===== config.mk =====
export PLATFORM = sky130hd
export DESIGN_NAME = clarke_pipe_flat
export DESIGN_NICKNAME = d
export VERILOG_FILES = /design/src/rtl/clarke_pipe_if.sv /design/src/rtl/clarke_pipe.sv /design/src/flat_wrapper.sv
export SDC_FILE = /design/constraint.sdc
export NUM_CORES = 2
export LEC_CHECK = 0
export ABC_AREA = 1
export ABC_CLOCK_PERIOD_IN_PS = 9200
export CAP_MARGIN = 10
export CORE_MARGIN = 1
export CORE_UTILIZATION = 45
export DETAILED_ROUTE_END_ITERATION = 7
export PLACE_DENSITY = 0.69
export RECOVER_POWER = 100
export SETUP_SLACK_MARGIN = 0.15
export SYNTH_ARGS = -nofsm -noshare
export SYNTH_HDL_FRONTEND = slang
export SYNTH_SLANG_ARGS = --single-unit

===== constraint.sdc =====
create_clock -name clk -period 9.2 [get_ports clk]
set_input_delay 2.76 -clock clk [delete_from_list [all_inputs] [get_ports clk]]
set_output_delay 2.76 -clock clk [all_outputs]
set_load 0.05 [all_outputs]

===== src/rtl/clarke_pipe_if.sv =====
// clarke_pipe_if: valid/ready input and output beat bundle for the Clarke pipeline.
interface clarke_pipe_if #(
  parameter int D_WIDTH = 18,
  parameter int TAG_W = 2
);
  logic in_valid;
  logic in_ready;
  logic in_mode;
  logic [TAG_W-1:0] in_tag;
  logic signed [D_WIDTH-1:0] in_x;
  logic signed [D_WIDTH-1:0] in_y;
  logic out_valid;
  logic out_ready;
  logic out_mode;
  logic [TAG_W-1:0] out_tag;
  logic signed [D_WIDTH-1:0] out_0;
  logic signed [D_WIDTH-1:0] out_1;
  logic signed [D_WIDTH-1:0] out_2;
  logic out_sat;
  modport master (
    output in_valid, in_mode, in_tag, in_x, in_y, out_ready,
    input in_ready, out_valid, out_mode, out_tag, out_0, out_1, out_2, out_sat
  );
  modport slave (
    input in_valid, in_mode, in_tag, in_x, in_y, out_ready,
    output in_ready, out_valid, out_mode, out_tag, out_0, out_1, out_2, out_sat
  );
endinterface


===== src/rtl/clarke_pipe.sv =====
// clarke_pipe: 3-stage forward/inverse Clarke transform with valid/ready, rounding and saturation.
module clarke_pipe #(
  parameter int D_WIDTH = 18,
  parameter int Q_BITS = 15,
  parameter int TAG_W = 2
) (
  input logic clk,
  input logic rstb,
  clarke_pipe_if.slave bus
);
  localparam int W = (D_WIDTH + Q_BITS + 6 > 2 * D_WIDTH + 2) ? D_WIDTH + Q_BITS + 6 : 2 * D_WIDTH + 2;
  function automatic longint unsigned isqrt(input longint unsigned n);
    longint unsigned r = 0;
    for (int i = 31; i >= 0; i--)
      if (((r | (64'd1 << i)) * (r | (64'd1 << i))) <= n) r = r | (64'd1 << i);
    return r;
  endfunction
  // round(sqrt(m)) == (isqrt(4m) + 1) >> 1, so both constants stay exact integers
  localparam longint unsigned K1U = (isqrt((64'd1 << (2 * Q_BITS + 2)) / 3) + 1) >> 1;
  localparam longint unsigned K2U = (isqrt(64'd3 << (2 * Q_BITS + 2)) + 1) >> 1;
  localparam logic signed [W-1:0] K1 = W'(K1U);
  localparam logic signed [W-1:0] K2 = W'(K2U);
  localparam logic signed [W-1:0] MAXV = W'((64'sd1 <<< (D_WIDTH - 1)) - 64'sd1);
  localparam logic signed [W-1:0] MINV = ~MAXV;
  localparam logic signed [W-1:0] HF = W'(1) << (Q_BITS - 1);
  localparam logic signed [W-1:0] HI = W'(1) << Q_BITS;
  function automatic logic signed [D_WIDTH-1:0] clamp(input logic signed [W-1:0] v);
    return v > MAXV ? D_WIDTH'(MAXV) : v < MINV ? D_WIDTH'(MINV) : D_WIDTH'(v);
  endfunction
  logic adv;
  logic v1, v2, v3, md1, md2, md3, st3;
  logic [TAG_W-1:0] t1, t2, t3;
  logic signed [D_WIDTH-1:0] x1, y1, x2, o0, o1, o2;
  logic signed [W-1:0] a1, r1, r2;
  logic signed [W-1:0] xe, ye, ye1, a1_n, mb, r1_n, r2_n, q_b, q_c;
  logic sat_b, sat_c;
  always_comb begin
    adv = bus.out_ready | ~v3;
    xe = W'(bus.in_x);
    ye = W'(bus.in_y);
    a1_n = bus.in_mode ? -(xe <<< Q_BITS) : xe + (ye <<< 1);
    ye1 = W'(y1);
    mb = K2 * ye1;
    r1_n = md1 ? a1 + mb : a1 * K1;
    r2_n = a1 - mb;
    q_b = md2 ? (r1 + HI) >>> (Q_BITS + 1) : (r1 + HF) >>> Q_BITS;
    q_c = (r2 + HI) >>> (Q_BITS + 1);
    sat_b = (q_b > MAXV) || (q_b < MINV);
    sat_c = md2 && ((q_c > MAXV) || (q_c < MINV));
  end
  always_ff @(posedge clk or negedge rstb) begin
    if (!rstb) begin
      {v1, v2, v3, md1, md2, md3, st3} <= '0;
      {t1, t2, t3} <= '0;
      {x1, y1, x2, o0, o1, o2} <= '0;
      {a1, r1, r2} <= '0;
    end else if (adv) begin
      v1 <= bus.in_valid;
      md1 <= bus.in_mode;
      t1 <= bus.in_tag;
      x1 <= bus.in_x;
      y1 <= bus.in_y;
      a1 <= a1_n;
      v2 <= v1;
      md2 <= md1;
      t2 <= t1;
      x2 <= x1;
      r1 <= r1_n;
      r2 <= r2_n;
      v3 <= v2;
      md3 <= md2;
      t3 <= t2;
      o0 <= x2;
      o1 <= clamp(q_b);
      o2 <= md2 ? clamp(q_c) : '0;
      st3 <= v2 & (sat_b | sat_c);
    end
  end
  assign bus.in_ready = adv;
  assign bus.out_valid = v3;
  assign bus.out_mode = md3;
  assign bus.out_tag = t3;
  assign bus.out_0 = o0;
  assign bus.out_1 = o1;
  assign bus.out_2 = o2;
  assign bus.out_sat = st3;
endmodule


===== src/flat_wrapper.sv =====
// flat-port wrapper written by rule: the top's interface ports become plain ports
module clarke_pipe_flat 
#(
  parameter int D_WIDTH = 18,
  parameter int Q_BITS = 15,
  parameter int TAG_W = 2
)
  (clk, rstb, bus_in_valid, bus_in_mode, bus_in_tag, bus_in_x, bus_in_y, bus_out_ready, bus_in_ready, bus_out_valid, bus_out_mode, bus_out_tag, bus_out_0, bus_out_1, bus_out_2, bus_out_sat);
  clarke_pipe_if #(.D_WIDTH(D_WIDTH), .TAG_W(TAG_W)) bus_i ();
  input logic clk;
  input logic rstb;
  input wire logic [$bits(bus_i.in_valid)-1:0] bus_in_valid;
  input wire logic [$bits(bus_i.in_mode)-1:0] bus_in_mode;
  input wire logic [$bits(bus_i.in_tag)-1:0] bus_in_tag;
  input wire logic [$bits(bus_i.in_x)-1:0] bus_in_x;
  input wire logic [$bits(bus_i.in_y)-1:0] bus_in_y;
  input wire logic [$bits(bus_i.out_ready)-1:0] bus_out_ready;
  output wire logic [$bits(bus_i.in_ready)-1:0] bus_in_ready;
  output wire logic [$bits(bus_i.out_valid)-1:0] bus_out_valid;
  output wire logic [$bits(bus_i.out_mode)-1:0] bus_out_mode;
  output wire logic [$bits(bus_i.out_tag)-1:0] bus_out_tag;
  output wire logic [$bits(bus_i.out_0)-1:0] bus_out_0;
  output wire logic [$bits(bus_i.out_1)-1:0] bus_out_1;
  output wire logic [$bits(bus_i.out_2)-1:0] bus_out_2;
  output wire logic [$bits(bus_i.out_sat)-1:0] bus_out_sat;
  assign bus_i.in_valid = bus_in_valid;
  assign bus_i.in_mode = bus_in_mode;
  assign bus_i.in_tag = bus_in_tag;
  assign bus_i.in_x = bus_in_x;
  assign bus_i.in_y = bus_in_y;
  assign bus_i.out_ready = bus_out_ready;
  assign bus_in_ready = bus_i.in_ready;
  assign bus_out_valid = bus_i.out_valid;
  assign bus_out_mode = bus_i.out_mode;
  assign bus_out_tag = bus_i.out_tag;
  assign bus_out_0 = bus_i.out_0;
  assign bus_out_1 = bus_i.out_1;
  assign bus_out_2 = bus_i.out_2;
  assign bus_out_sat = bus_i.out_sat;
  clarke_pipe #(.D_WIDTH(D_WIDTH), .Q_BITS(Q_BITS), .TAG_W(TAG_W)) u_core (.clk(clk), .rstb(rstb), .bus(bus_i));
endmodule

==> metrics.txt <==
outcome=complete, but fails checks; failing checks=max-capacitance violations, max-slew violations; Die W=267 um; share of cells above drive strength 1=3.49%; biggest regs=u_core.a1 x39, u_core.r1 x25, u_core.r2 x24; Setup Crit Path Kind=reg -> reg; largest net degree at the start of global routing=116; Vias=28.4k; crit-path max FO=11; GPL Wtd Cong=1.04; Bufs on Longest Clock Path=3; WL/cell=20.3 um; Crit-path slowest cell=ha_1; initial drt markers=2,391; Post-Syn Area per Cell=7.35 um^2; Setup Skew=0.0352 ns; max-cap violations=6; vias in the first global route=28.7k; Hold Path Class=reg -> reg; # nets final=5,105; antenna viol nets, final=0; DP Area=0.0336 mm^2; H-tree depth=1; clock-pin slew on the worst setup and hold paths=0.07 ns; CTS Buf Count=27; # hold bufs at CTS=0; Yosys warning total=0; Vias/cell=5.34; Seq/Total Area, Yosys=16.6%; drt drc=0; final hold slack=0.468 ns; PnR worst setup slack=1.15 ns; Synth Cell Area=0.0316 mm^2; Critical Path Sink Type=flip-flop; Tightest Pin Transition=3.15 ns; crit path time final=8.05 ns; max FFs per register=39; # diodes=0; FF+latch count, synth=209; Worst Setup Start Kind=flip-flop; TNS Setup=0 ns; RSZ-0062 raised after global routing=false; setup bufs post-CTS=0; Final Slew Violations=377; critical path's largest stage delay=0.63 ns; Most common cell on crit path=inv_1; gr usage total=30.9%; pre-CTS setup slack=1.27 ns; Core Area=0.0689 mm^2; Fin. Hold Viols=0; iteration count of the initial detailed-routing pass=7; count of flip-flops with a built-in enable after synthesis=0; Ports=103; Syn Nets=5,030; Detail Placement HPWL=92,400 um; Post-Layout Inst Area=0.0344 mm^2; required time of the critical path=9.66 ns; Post-Synthesis Cells=4,292; CTS tree=done; Layout fillers=7,054; row count=96; PortBufs=102; Period Utilization, post-route=87.5%; crit path DAT=8.52 ns; first-pass GRT wire length=167,000 um; Top reg by flops=u_core.a1; initial antenna violation count=0; GR Overflow Total=0; final setup vio count=0; FFs w/ async S/R, synth=100%; root buffer cell=clkbuf_16; Main synth FF type=dfrtp_1; initial core utilization=45.8%; Synth cell types=54; area occupied by multi-input gates=0.0226 mm^2; post-cts resize count=0; DRT Wirelength=108,000 um; # clock sinks=209; storage element area=0.00523 mm^2; Worst slew margin=-110%; die area=0.0712 mm^2; worst skew pair latency=0.62 ns; fmax=124 MHz; Die Ht=267 um; area delta synth->final=9.17%
-- final timing paths --
check	depth (start not counted)	start	slack [ns]	to
min reg2reg	2	u_core.x1[3]	0.47	u_core.x2[3]
max in group asynchronous	2	rstb	3.64	u_core.x1[0]
max	31	u_core.y1[16]	1.15	u_core.r1[35]
min in group asynchronous	1	rstb	2.17	u_core.md1
max reg2reg	31	u_core.y1[16]	1.15	u_core.r1[35]
min	2	u_core.x1[3]	0.47	u_core.x2[3]
-- per-stage QoR --
| stage | std cells | util (%) |
|---|---|---|
| after floorplan | 4292 | - |
| after detailed placement | 5269 | 48.7 |
| after global routing | 5318 | 50.0 |
| after global placement | 5269 | 48.7 |
| final | 5318 | 50.0 |
| after CTS | 5318 | 50.0 |
-- layout by cell type (no fill, tap or decap), types with 10 or more instances in the layout --
master / count
a31oi_1: 20
xnor2_1: 17
o211ai_1: 24
ha_1: 359
nor3_1: 39
nand3b_1: 14
nand2_1: 984
nand4_1: 34
o21bai_1: 28
dfrtp_1: 209
fa_1: 336
o21ai_0: 250
a21o_1: 16
nand2_2: 27
nor2_4: 11
nand3_1: 191
nor4_1: 11
xor2_1: 64
clkdlybuf4s50_1: 39
nor2_1: 347
dlygate4sd3_1: 62
inv_1: 898
clkbuf_16: 27
nor2_2: 13
a21oi_1: 239
a21oi_2: 10
buf_4: 10
a22oi_1: 13
-- critical path: cells and delay by family, from the launching register on --
kind                     cells  cell delay [ns]
XOR/XNOR                     1             0.32
adder cells (fa/ha/maj)      8             4.04
buffers and inverters        8             0.61
flip-flops                   1             0.50
AND/OR/NAND/NOR             14             2.39
-- logic make-up (layout without fill, tap and decap cells) --
| logic type | count (synthesis) | in the layout | synth area share, % |
|---|---|---|---|
| buf+inv | 978 | 1073 | 11.8 |
| compound gates | 628 | 628 | 11.1 |
| simple gates | 1701 | 1701 | 22.7 |
| xor+xnor | 81 | 81 | 2.25 |
| flops | 209 | 209 | 16.6 |
| fa+ha+maj | 695 | 695 | 35.6 |
-- synth_stat cells, drive strengths merged (3+ instances only) --
master / count / area, um^2
nand4: 34 / 213
or2: 9 / 56.3
a21oi: 249 / 1290
a22oi: 13 / 97.6
a31oi: 20 / 125
nor3: 39 / 195
o221ai: 3 / 26.3
xnor2: 17 / 149
nor2: 372 / 1530
clkbuf: 59 / 221
nor4: 11 / 68.8
dfrtp: 209 / 5230
fa: 336 / 6730
xor2: 64 / 561
ha: 359 / 4490
nand3: 197 / 1020
o22ai: 3 / 18.8
o21a: 5 / 37.5
a21o: 16 / 120
buf: 14 / 106
o31ai: 6 / 45.0
nand2: 1018 / 3940
o21bai: 28 / 210
inv: 904 / 3390
o21ai: 251 / 1260
o211ai: 24 / 180
nand3b: 14 / 105
-- metal layers --
| metal | wire [um] | global-route usage (%) |
|---|---|---|
| met5 | 0 | 0 |
| met4 | 5160 | 12.9 |
| met3 | 7050 | 4.35 |
| met2 | 50300 | 51.9 |
| met1 | 45600 | 39.8 |
-- layout make-up --
cell class                 instances  share of cell area, %
sequential                       209                   15.2
multi-input combinational       3105                   65.6
clock inverter                    20                  0.676
tap                              931                   3.38
inverter                         905                   9.88
timing repair buffer             119                   3.28
clock buffer                      29                   2.04
Power is left out: the tool's default activity adds up to more than one toggle a clock period on the data nets, which glitch-free logic cannot reach.
